$ cat src/rtl/sub_borrow_pipe.sv
// sub_borrow_pipe: two-stage 8-bit borrow-lookahead subtractor, diff = a - b - bin.
// Stage 1 resolves the low nibble and the mid borrow; stage 2 resolves the high nibble.
// Build macro SUB_BORROW_PIPE_SAT_EN selects unsigned saturating subtract (underflow -> 8'h00).
module sub_borrow_pipe (
  input  logic       clk,
  input  logic       rst_n,
  input  logic [7:0] a,
  input  logic [7:0] b,
  input  logic       bin,
  input  logic       in_valid,
  output logic       in_ready,
  output logic [7:0] diff,
  output logic       bout,
  output logic       out_valid,
  input  logic       out_ready
);

  // Stage 1 registers
  logic       s1_valid;
  logic [3:0] s1_dlo;
  logic       s1_bmid;
  logic [3:0] s1_ahi;
  logic [3:0] s1_bhi;

  logic       s1_adv;
  logic       s2_adv;

  // Low nibble terms; lo_br[i] is the borrow into bit i, lo_br[4] = br[3]
  logic [3:0] lo_g;
  logic [3:0] lo_p;
  logic [3:0] lo_d;
  logic [4:0] lo_br;

  // High nibble terms; hi_br[0] = br[3], hi_br[4] = br[7]
  logic [3:0] hi_g;
  logic [3:0] hi_p;
  logic [3:0] hi_d;
  logic [4:0] hi_br;

  logic [7:0] diff_nxt;

  assign s2_adv   = ~out_valid | out_ready;
  assign s1_adv   = ~s1_valid | s2_adv;
  assign in_ready = s1_adv & rst_n;

  // Borrow lookahead over bits 3:0 of the live operands
  always_comb begin
    lo_br[0] = bin;
    for (int i = 0; i < 4; i++) begin
      lo_g[i]     = ~a[i] & b[i];
      lo_p[i]     = ~(a[i] ^ b[i]);
      lo_d[i]     = a[i] ^ b[i] ^ lo_br[i];
      lo_br[i+1]  = lo_g[i] | (lo_p[i] & lo_br[i]);
    end
  end

  // Stage 1 capture: load on advance, hold otherwise
  always_ff @(posedge clk) begin
    if (!rst_n) begin
      s1_valid <= 1'b0;
      s1_dlo   <= 4'h0;
      s1_bmid  <= 1'b0;
      s1_ahi   <= 4'h0;
      s1_bhi   <= 4'h0;
    end else if (s1_adv) begin
      s1_valid <= in_valid;
      s1_dlo   <= lo_d;
      s1_bmid  <= lo_br[4];
      s1_ahi   <= a[7:4];
      s1_bhi   <= b[7:4];
    end
  end

  // Borrow lookahead over bits 7:4 from the stage 1 registers
  always_comb begin
    hi_br[0] = s1_bmid;
    for (int i = 0; i < 4; i++) begin
      hi_g[i]     = ~s1_ahi[i] & s1_bhi[i];
      hi_p[i]     = ~(s1_ahi[i] ^ s1_bhi[i]);
      hi_d[i]     = s1_ahi[i] ^ s1_bhi[i] ^ hi_br[i];
      hi_br[i+1]  = hi_g[i] | (hi_p[i] & hi_br[i]);
    end
    diff_nxt = {hi_d, s1_dlo};
`ifdef SUB_BORROW_PIPE_SAT_EN
    if (hi_br[4]) begin
      diff_nxt = 8'h00;
    end
`endif
  end

  // Stage 2 capture: output registers hold while stalled
  always_ff @(posedge clk) begin
    if (!rst_n) begin
      out_valid <= 1'b0;
      diff      <= 8'h00;
      bout      <= 1'b0;
    end else if (s2_adv) begin
      out_valid <= s1_valid;
      diff      <= diff_nxt;
      bout      <= hi_br[4];
    end
  end

endmodule

$ cat config.mk
export PLATFORM = sky130hd
export DESIGN_NAME = sub_borrow_pipe
export DESIGN_NICKNAME = d
export VERILOG_FILES = /design/src/rtl/sub_borrow_pipe.sv
export SDC_FILE = /design/constraint.sdc
export NUM_CORES = 1
export LEC_CHECK = 0
export CORE_ASPECT_RATIO = 1.5
export CORE_MARGIN = 2
export CORE_UTILIZATION = 45
export DETAILED_ROUTE_END_ITERATION = 10
export PLACE_DENSITY = 0.76
export SETUP_SLACK_MARGIN = 0.5
export SYNTH_ARGS = -nofsm -noshare
export SYNTH_HDL_FRONTEND = slang
export SYNTH_SLANG_ARGS = --single-unit
$ cat constraint.sdc
create_clock -name clk -period 2.4 [get_ports clk]
set_input_delay 0.24 -clock clk [delete_from_list [all_inputs] [get_ports clk]]
set_output_delay 0.24 -clock clk [all_outputs]
set_load 0.02 [all_outputs]
Word level (Yosys, flattened, before mapping)
Index checks and enable logic that the tools add are counted.
{"block": "totals", "regBits": 24, "input_bits": 21, "word_cells": 69, "output_inout_bits": 11}
{"block": "classes", "bitwise": 61}
{"op": "1-bit inverter", "n": 18}
{"op": "1-bit bitwise AND", "n": 17}
{"op": "1-bit bitwise XOR", "n": 16}
{"op": "1-bit OR", "n": 10}

Logic depth before layout (Yosys ltp)
Gate-level depths: netlist of the first run.
{"block": "depth", "word_depth": 10, "mapped_depth": 9, "depth_no_buf": 9}

Worst setup path before layout of the first run
Ideal clock, no wire load.
{"block": "synth_timing", "path_type": "reg-to-reg", "start": "reg s1_bmid", "end": "reg diff[7]", "required_ps": 2282, "setup_time_ps": 118, "arrival_time_ps": 1864, "slack_ps": 418, "stages_incl_launch_ff": 10, "synth_period_minus_slack_ps": 1982, "path_cell_list": "dfxtp_1 > inv_1 > fa_1 > inv_1 > fa_1 > fa_1 > inv_1 > fa_1 > nand2_1 > a21boi_2"}
{"block": "synth_via", "elab_chain_cells": 7}
{"element": "start, declared", "line_no": "21", "source": "logic s1_bmid;"}
{"element": "start signal, assigned", "line_no": "68", "source": "s1_bmid <= lo_br[4];"}
{"element": "1-bit bitwise AND", "line_no": "81", "source": "hi_br[i+1] = hi_g[i] | (hi_p[i] & hi_br[i]);"}
{"element": "1-bit OR", "line_no": "81"}
{"element": "1-bit bitwise AND", "line_no": "81"}
{"element": "1-bit OR", "line_no": "81"}
{"element": "1-bit bitwise AND", "line_no": "81"}
{"element": "1-bit OR", "line_no": "81"}
{"element": "1-bit bitwise XOR", "line_no": "80", "source": "hi_d[i] = s1_ahi[i] ^ s1_bhi[i] ^ hi_br[i];"}
{"element": "named net diff_nxt[7]", "line_no": "40", "source": "logic [7:0] diff_nxt;"}
{"element": "end signal, assigned", "line_no": "99", "source": "diff <= diff_nxt;"}
{"element": "end, declared", "line_no": "12", "source": "output logic [7:0] diff,"}
The timed path passes the listed nets, and every way through them passes these cells.
A chain may end at the register's enable or synchronous reset.

Final worst setup path of the first run
Same ends and word-level chain as after synthesis.

==> qor.yml, run 1 <==
clock_sinks: 24
diodes: 0
skew_ns: 0.01618
slew_headroom_pct: 70.97
routedWlPerCell_um: 11.85
synth_compound_area_share_pct: 12.49
grt_setup_unrepaired: "yes"
clk_latency_ns: 0.31
track_usage_pct: 16.04
fin_crit_sh_pct: 84.81
timing_hold_violations_final: 0
arrival_ns: 2.26
cts_inserted_buffers: 3
synth_top_area_share_pct: 42.06
area_delta_synth_final_pct: 29.35
dieWidth_um: 45.14
p_int_mw: 0.6018
synth_xor_area_share_pct: 0
crit_chain: "inv_2 > fa_2 > inv_2 > fa_2 > fa_2 > inv_2 > fa_2 > nand2_2 > a21boi_2"
synth_adder_area_share_pct: 14.02
endpoint_kind: "register"
p_sw_mw: 0.2257
path_max_fanout: 2
synth_nets: 150
period_minus_slack_ns: 2.035
powerDensity_nw_per_um2: 560.0
grt_pass1_wl_mm: 3.574
ant_nets: 0
worst_pin_slew_ns: 0.4345
grt_max_degree: 35
drt-pass1-iter-count: 4
grt_pass1_vias: 870
cap_viol_max_count: 0
finalMaxSlewViolations: 0
placementRows: 22
gp_congestion: 0.7450
die_h_um: 65.71
yosys-top-cells-area: "dfxtp_1 42%, fa_1 14%, nand2_1 9.2%"
cts_setup_buffers: 0
path_buf_inv: 3
htree_levels: 1
timing.fmax_mhz: 491.3
synth-simple-area-share_pct: 22.12
fin_area_sq_um: 1478
fill_cells: 236
power_frac_seq_pct: 55.2
io_buffers: 31
power_frac_clock_pct: 20.6
worst_ir_drop_vdd_uv: 327.6
fin_tns_setup_ns: 0
synthMuxAreaShare_pct: 0
synth_top_family_by_area: "simple AND/OR/NAND/NOR gates"
placed_cells: 169
avgViaCountPerCell: 5.081
vias: 874
swShare_pct: 27.27
setup_viol: 0
remaining_drc_errors: 0
grt.overflow.total: 0
ctsHoldBuffers: 0
yosys_warnings: 0
netlist_area_sq_um: 1142
hpwl_mm: 1.568
clockBufferDepth: 2
synth_area_leader_cell: "dfxtp_1"
nets: 179
die-area_sq_um: 2966
io_pins: 32
p_comb_share_pct: 24.2
layout.cells.non_filler: 172
drt_iter0_drc: 21
synth_cell_type_count: 17
drive_above_1_share_pct: 16.22
start_util_pct: 47.16
cts_tree: "done"
antenna_found_initial: 0
path_clk_slew_ns: 0.13
worstSetupPathType: "reg2reg"
ys_seq_area_share_pct: 42.06
start_kind: "register"
drt-total-wl_mm: 2.038
status: "finished clean"
worst_ep_required_time_ns: 2.62
syn_inst: 121
power_leakage_nw: 0.6888
core_sq_um: 2422
avgSynthCellArea_sq_um: 9.441
hold_class: "in2reg"
crit_family: "adder cells"
ys_seq_elements: 24
cpMostUsedCell: "fa_2"
postLayoutCoreUtil_pct: 61.00
slowest_stage: "fa_2"
dpl_cell_area_sq_um: 1441
slowest_delay_ns: 0.43
root_buffer: "clkbuf_4"
-- Yosys cell counts --
library cell and count:
a21boi_2 6, and2_1 1, and3b_1 1, buf_2 4, buf_4 2, buf_6 1
clkbuf_4 1, dfxtp_1 24, fa_1 8, inv_1 14, nand2_1 28, nand2b_1 1
nand3_1 20, nand3b_4 1, nor2b_1 1, o211a_1 6, o21a_1 2
-- metrics by stage --
stage          power (mW)  setup slack [ns]  hold WS, ns
2_1_floorplan      0.5738            0.4775       0.3630
3_3_place_gp       0.6531           0.02357       0.4447
3_5_place_dp       0.6623          -0.04351       0.4480
4_1_cts            0.8322            0.3371       0.4512
5_1_grt            0.8810            0.2906       0.4599
6_report           0.8275            0.3646       0.4483
-- flip-flops by register name (all words and copies together), names as in the netlist --
signal and flops:
out_valid 1, s1_bmid 1, s1_dlo 4, bout 1, s1_valid 1, diff 8
s1_bhi 4, s1_ahi 4
-- cell families (layout without fill, tap and decap cells) --
group / Yosys count / after routing
AND/OR/NAND/NOR: 53 / 53
AO/OA/AOI/OAI: 14 / 14
adder cells (fa/ha/maj): 8 / 8
flip-flops: 24 / 24
buffers and inverters: 22 / 49
-- path summary, 6_finish.rpt --
check,start,to,slack [ns],cells after the start
worst min register to register,diff[2],diff[2],0.46,2
worst min-delay path,b[4],s1_bhi[0],0.45,3
worst max register to register,s1_bmid,diff[7],0.36,9
worst max-delay path,s1_bmid,diff[7],0.36,9
-- power by group through the flow --
stage / clock network [mW] / logic [mW] / registers (mW)
after global placement: 0 / 0.191 / 0.462
after floorplan: 0 / 0.0919 / 0.482
after global routing: 0.196 / 0.223 / 0.462
after detailed placement: 0 / 0.198 / 0.465
after CTS: 0.175 / 0.201 / 0.456
final: 0.171 / 0.200 / 0.456
-- tightest hold or removal path, cell delays in order --
cell             delay, ns
clkdlybuf4s50_1       0.40
nand3_1               0.06
nand2_1               0.04
-- metal layers --
metal  vias up  global-route usage, %  routed length [um]  share of wire, %
li1        441                      -                   -                 -
met1       407                  19.37                 875                43
met2        22                  27.32                1065                52
met3         4                  2.473                  79               3.9
met4         0                  6.618                  18              0.88
met5         -                      0                   0                 0
-- placed cells by master (no fill, tap or decap) --
cell type / netlist / final
clkbuf_4: 1 / 3
o21a_1: 2 / 2
inv_2: 0 / 4
nand3b_4: 1 / 1
clkdlybuf4s50_1: 0 / 30
dlygate4sd2_1: 0 / 1
and3b_1: 1 / 1
nand2_1: 28 / 27
o211a_1: 6 / 6
fa_1: 8 / 2
nand2b_1: 1 / 1
and2_1: 1 / 1
buf_4: 2 / 1
fa_2: 0 / 6
nand3_1: 20 / 20
a21boi_2: 6 / 6
inv_1: 14 / 10
dfxtp_2: 0 / 2
nor2b_1: 1 / 1
dfxtp_1: 24 / 22
nand2_2: 0 / 1
-- area by class of cell --
class | count | area (sq um) | share of cell area, %
multi-input cells | 75 | 573.1 | 38.78
flip-flops and latches | 24 | 483.0 | 32.68
repair buffers | 32 | 316.6 | 21.42
inverters | 14 | 52.55 | 3.556
well taps | 24 | 30.03 | 2.032
clock buffers | 3 | 22.52 | 1.524
-- repair_timing --
| action | CTS | global route |
|---|---|---|
| resized for setup | 8 | 4 |
| gates cloned | 0 | 0 |
| pin swaps | 0 | 1 |
| endpoints found under the setup margin | 4 | 4 |
(Power assumes the default switching activity.)
==> run 2: changes to the inputs <==
CORE_UTILIZATION = 42   (was 45)
PLACE_DENSITY = 0.74   (was 0.76)
clock period = 1.7 ns   (was 2.4 ns; I/O delays follow)
==> run 2 against run 1 <==
- the flow now finishes with violations (negative setup slack)
- clock power up 120%
- largest cell class unchanged
- register-to-register slack got worse by 0.67 ns
- core utilization shrank 1.1 points
- largest power group unchanged
- wire length rose by 3.7%
- highest routed layer unchanged
==> qor.yml, run 2 (synthesized netlist as in run 1, its figures left out) <==
cts_inserted_buffers: 3
worst_pin_slew_ns: 0.3919
fill_cells: 229
power_leakage_nw: 0.7677
cts_setup_buffers: 0
grt_pass1_vias: 852
die-area_sq_um: 3162
timing_hold_violations_final: 0
placed_cells: 185
grt_setup_unrepaired: "yes"
slowest_stage: "fa_1"
r2r-start: "s1_bhi[0]"
worst_ir_drop_vdd_uv: 433.1
cts_tree: "done"
hp-start: "a[0]"
drt-pass1-iter-count: 4
hold_class: "in2reg"
slew_headroom_pct: 73.87
drive_above_1_share_pct: 28.29
grt_max_degree: 35
holdWs_ns: 0.3244
clockBufferDepth: 2
timing.fmax_mhz: 498.0
antenna_found_initial: 0
track_usage_pct: 15.50
arrival_ns: 2.17
slowest_delay_ns: 0.39
htree_levels: 1
ant_nets: 0
preCtsSetupSlack_ns: -0.7291
grt_pass1_wl_mm: 3.470
timing.final.ws_setup_ns: -0.3079
layout_commonest_cell: "nand2_1"
vias: 879
drt-total-wl_mm: 2.114
design_power_total_mw: 1.298
placementRows: 23
ctsHoldBuffers: 0
endpoint_kind: "register"
hold_end: "s1_dlo[0]"
top_register: "diff"
diodes: 0
fin_tns_setup_ns: -0.5314
die_h_um: 67.88
setup_viol: 3
worst_ep_required_time_ns: 1.86
crit_family: "adder cells"
dpl_cell_area_sq_um: 1505
remaining_drc_errors: 0
status: "finished with violations"
path_buf_inv: 3
layout_common_cells: "28 x nand2_1, 19 x nand3_1, 19 x dfxtp_1, 14 x clkdlybuf4s50_1, 13 x dlygate4sd2_1"
postLayoutCoreUtil_pct: 59.91
worstSetupPathType: "reg2reg"
start_util_pct: 43.62
io_buffers: 31
hpwl_mm: 1.603
cap_viol_max_count: 0
hold_depth: 4
skew_ns: 0.002246
routedWlPerCell_um: 11.19
powerDensity_nw_per_um2: 827.4
finalMaxSlewViolations: 0
layout.cells.non_filler: 189
violations: "negative setup slack"
grt.overflow.total: 0
r2r-end: "diff[7]"
drt_iter0_drc: 26
period_minus_slack_ns: 2.008
fin_crit_sh_pct: 118.1
fin_area_sq_um: 1569
rrSetupSlack_ns: -0.31
avgViaCountPerCell: 4.651
root_buffer: "clkbuf_8"
start_kind: "register"
clk_latency_ns: 0.26
nets: 182
path_clk_slew_ns: 0.08
area_delta_synth_final_pct: 37.35
crit_chain: "inv_2 > fa_2 > inv_2 > fa_2 > fa_2 > inv_2 > fa_1 > nand2_1 > a21boi_2"
dieWidth_um: 46.58
core_sq_um: 2619
r2r_cells: 9
gp_congestion: 0.7159
io_pins: 32
largest_reg_flops: 8
path_max_fanout: 2
clock_sinks: 24
run 2: routing by layer:
metal / global-route usage [%] / up-vias / routed length (um)
met4: 8.571 / 0 / 33
met3: 1.583 / 4 / 76
met2: 27.60 / 17 / 1158
met5: 0 / - / 0
met1: 17.23 / 411 / 845
li1: - / 447 / -
run 2: cell type report:
class | count | area [sq um] | area share (%)
inverters | 14 | 67.56 | 4.306
well taps | 37 | 46.29 | 2.951
flip-flops and latches | 24 | 489.2 | 31.18
multi-input cells | 75 | 584.3 | 37.24
repair buffers | 35 | 326.6 | 20.81
clock buffers | 4 | 55.05 | 3.509
run 2: repair_timing:
item                                    CTS  global route
pin swaps                                 6             6
endpoints found under the setup margin   20            23
resized for setup                        47             4
run 2: how the worst max path moves through the flow:
stage,from,endpoint,slack (ns),cells past startpoint
floorplan,s1_bmid,diff[7],-0.22,9
global placement,b[0],s1_dlo[3],-0.68,10
detailed placement,b[0],s1_dlo[3],-0.73,10
CTS,s1_bhi[0],diff[7],-0.30,9
global route,s1_bhi[0],diff[7],-0.38,9
finish,s1_bhi[0],diff[7],-0.31,9
run 2: where the power goes:
| part | internal (mW) | switching [mW] | leakage [nW] |
|---|---|---|---|
| Sequential | 0.613 | 0.0289 | 0.201 |
| Combinational | 0.141 | 0.134 | 0.538 |
| Clock | 0.207 | 0.174 | 0.0288 |
| Total | 0.961 | 0.337 | 0.768 |
run 2: worst reg2reg max path, stage by stage, from the launching register on:
cell and delay (ns):
dfxtp_2 0.33, inv_2 0.06, fa_2 0.20, inv_2 0.04, fa_2 0.33, fa_2 0.34
inv_2 0.06, fa_1 0.39, nand2_1 0.10, a21boi_2 0.06
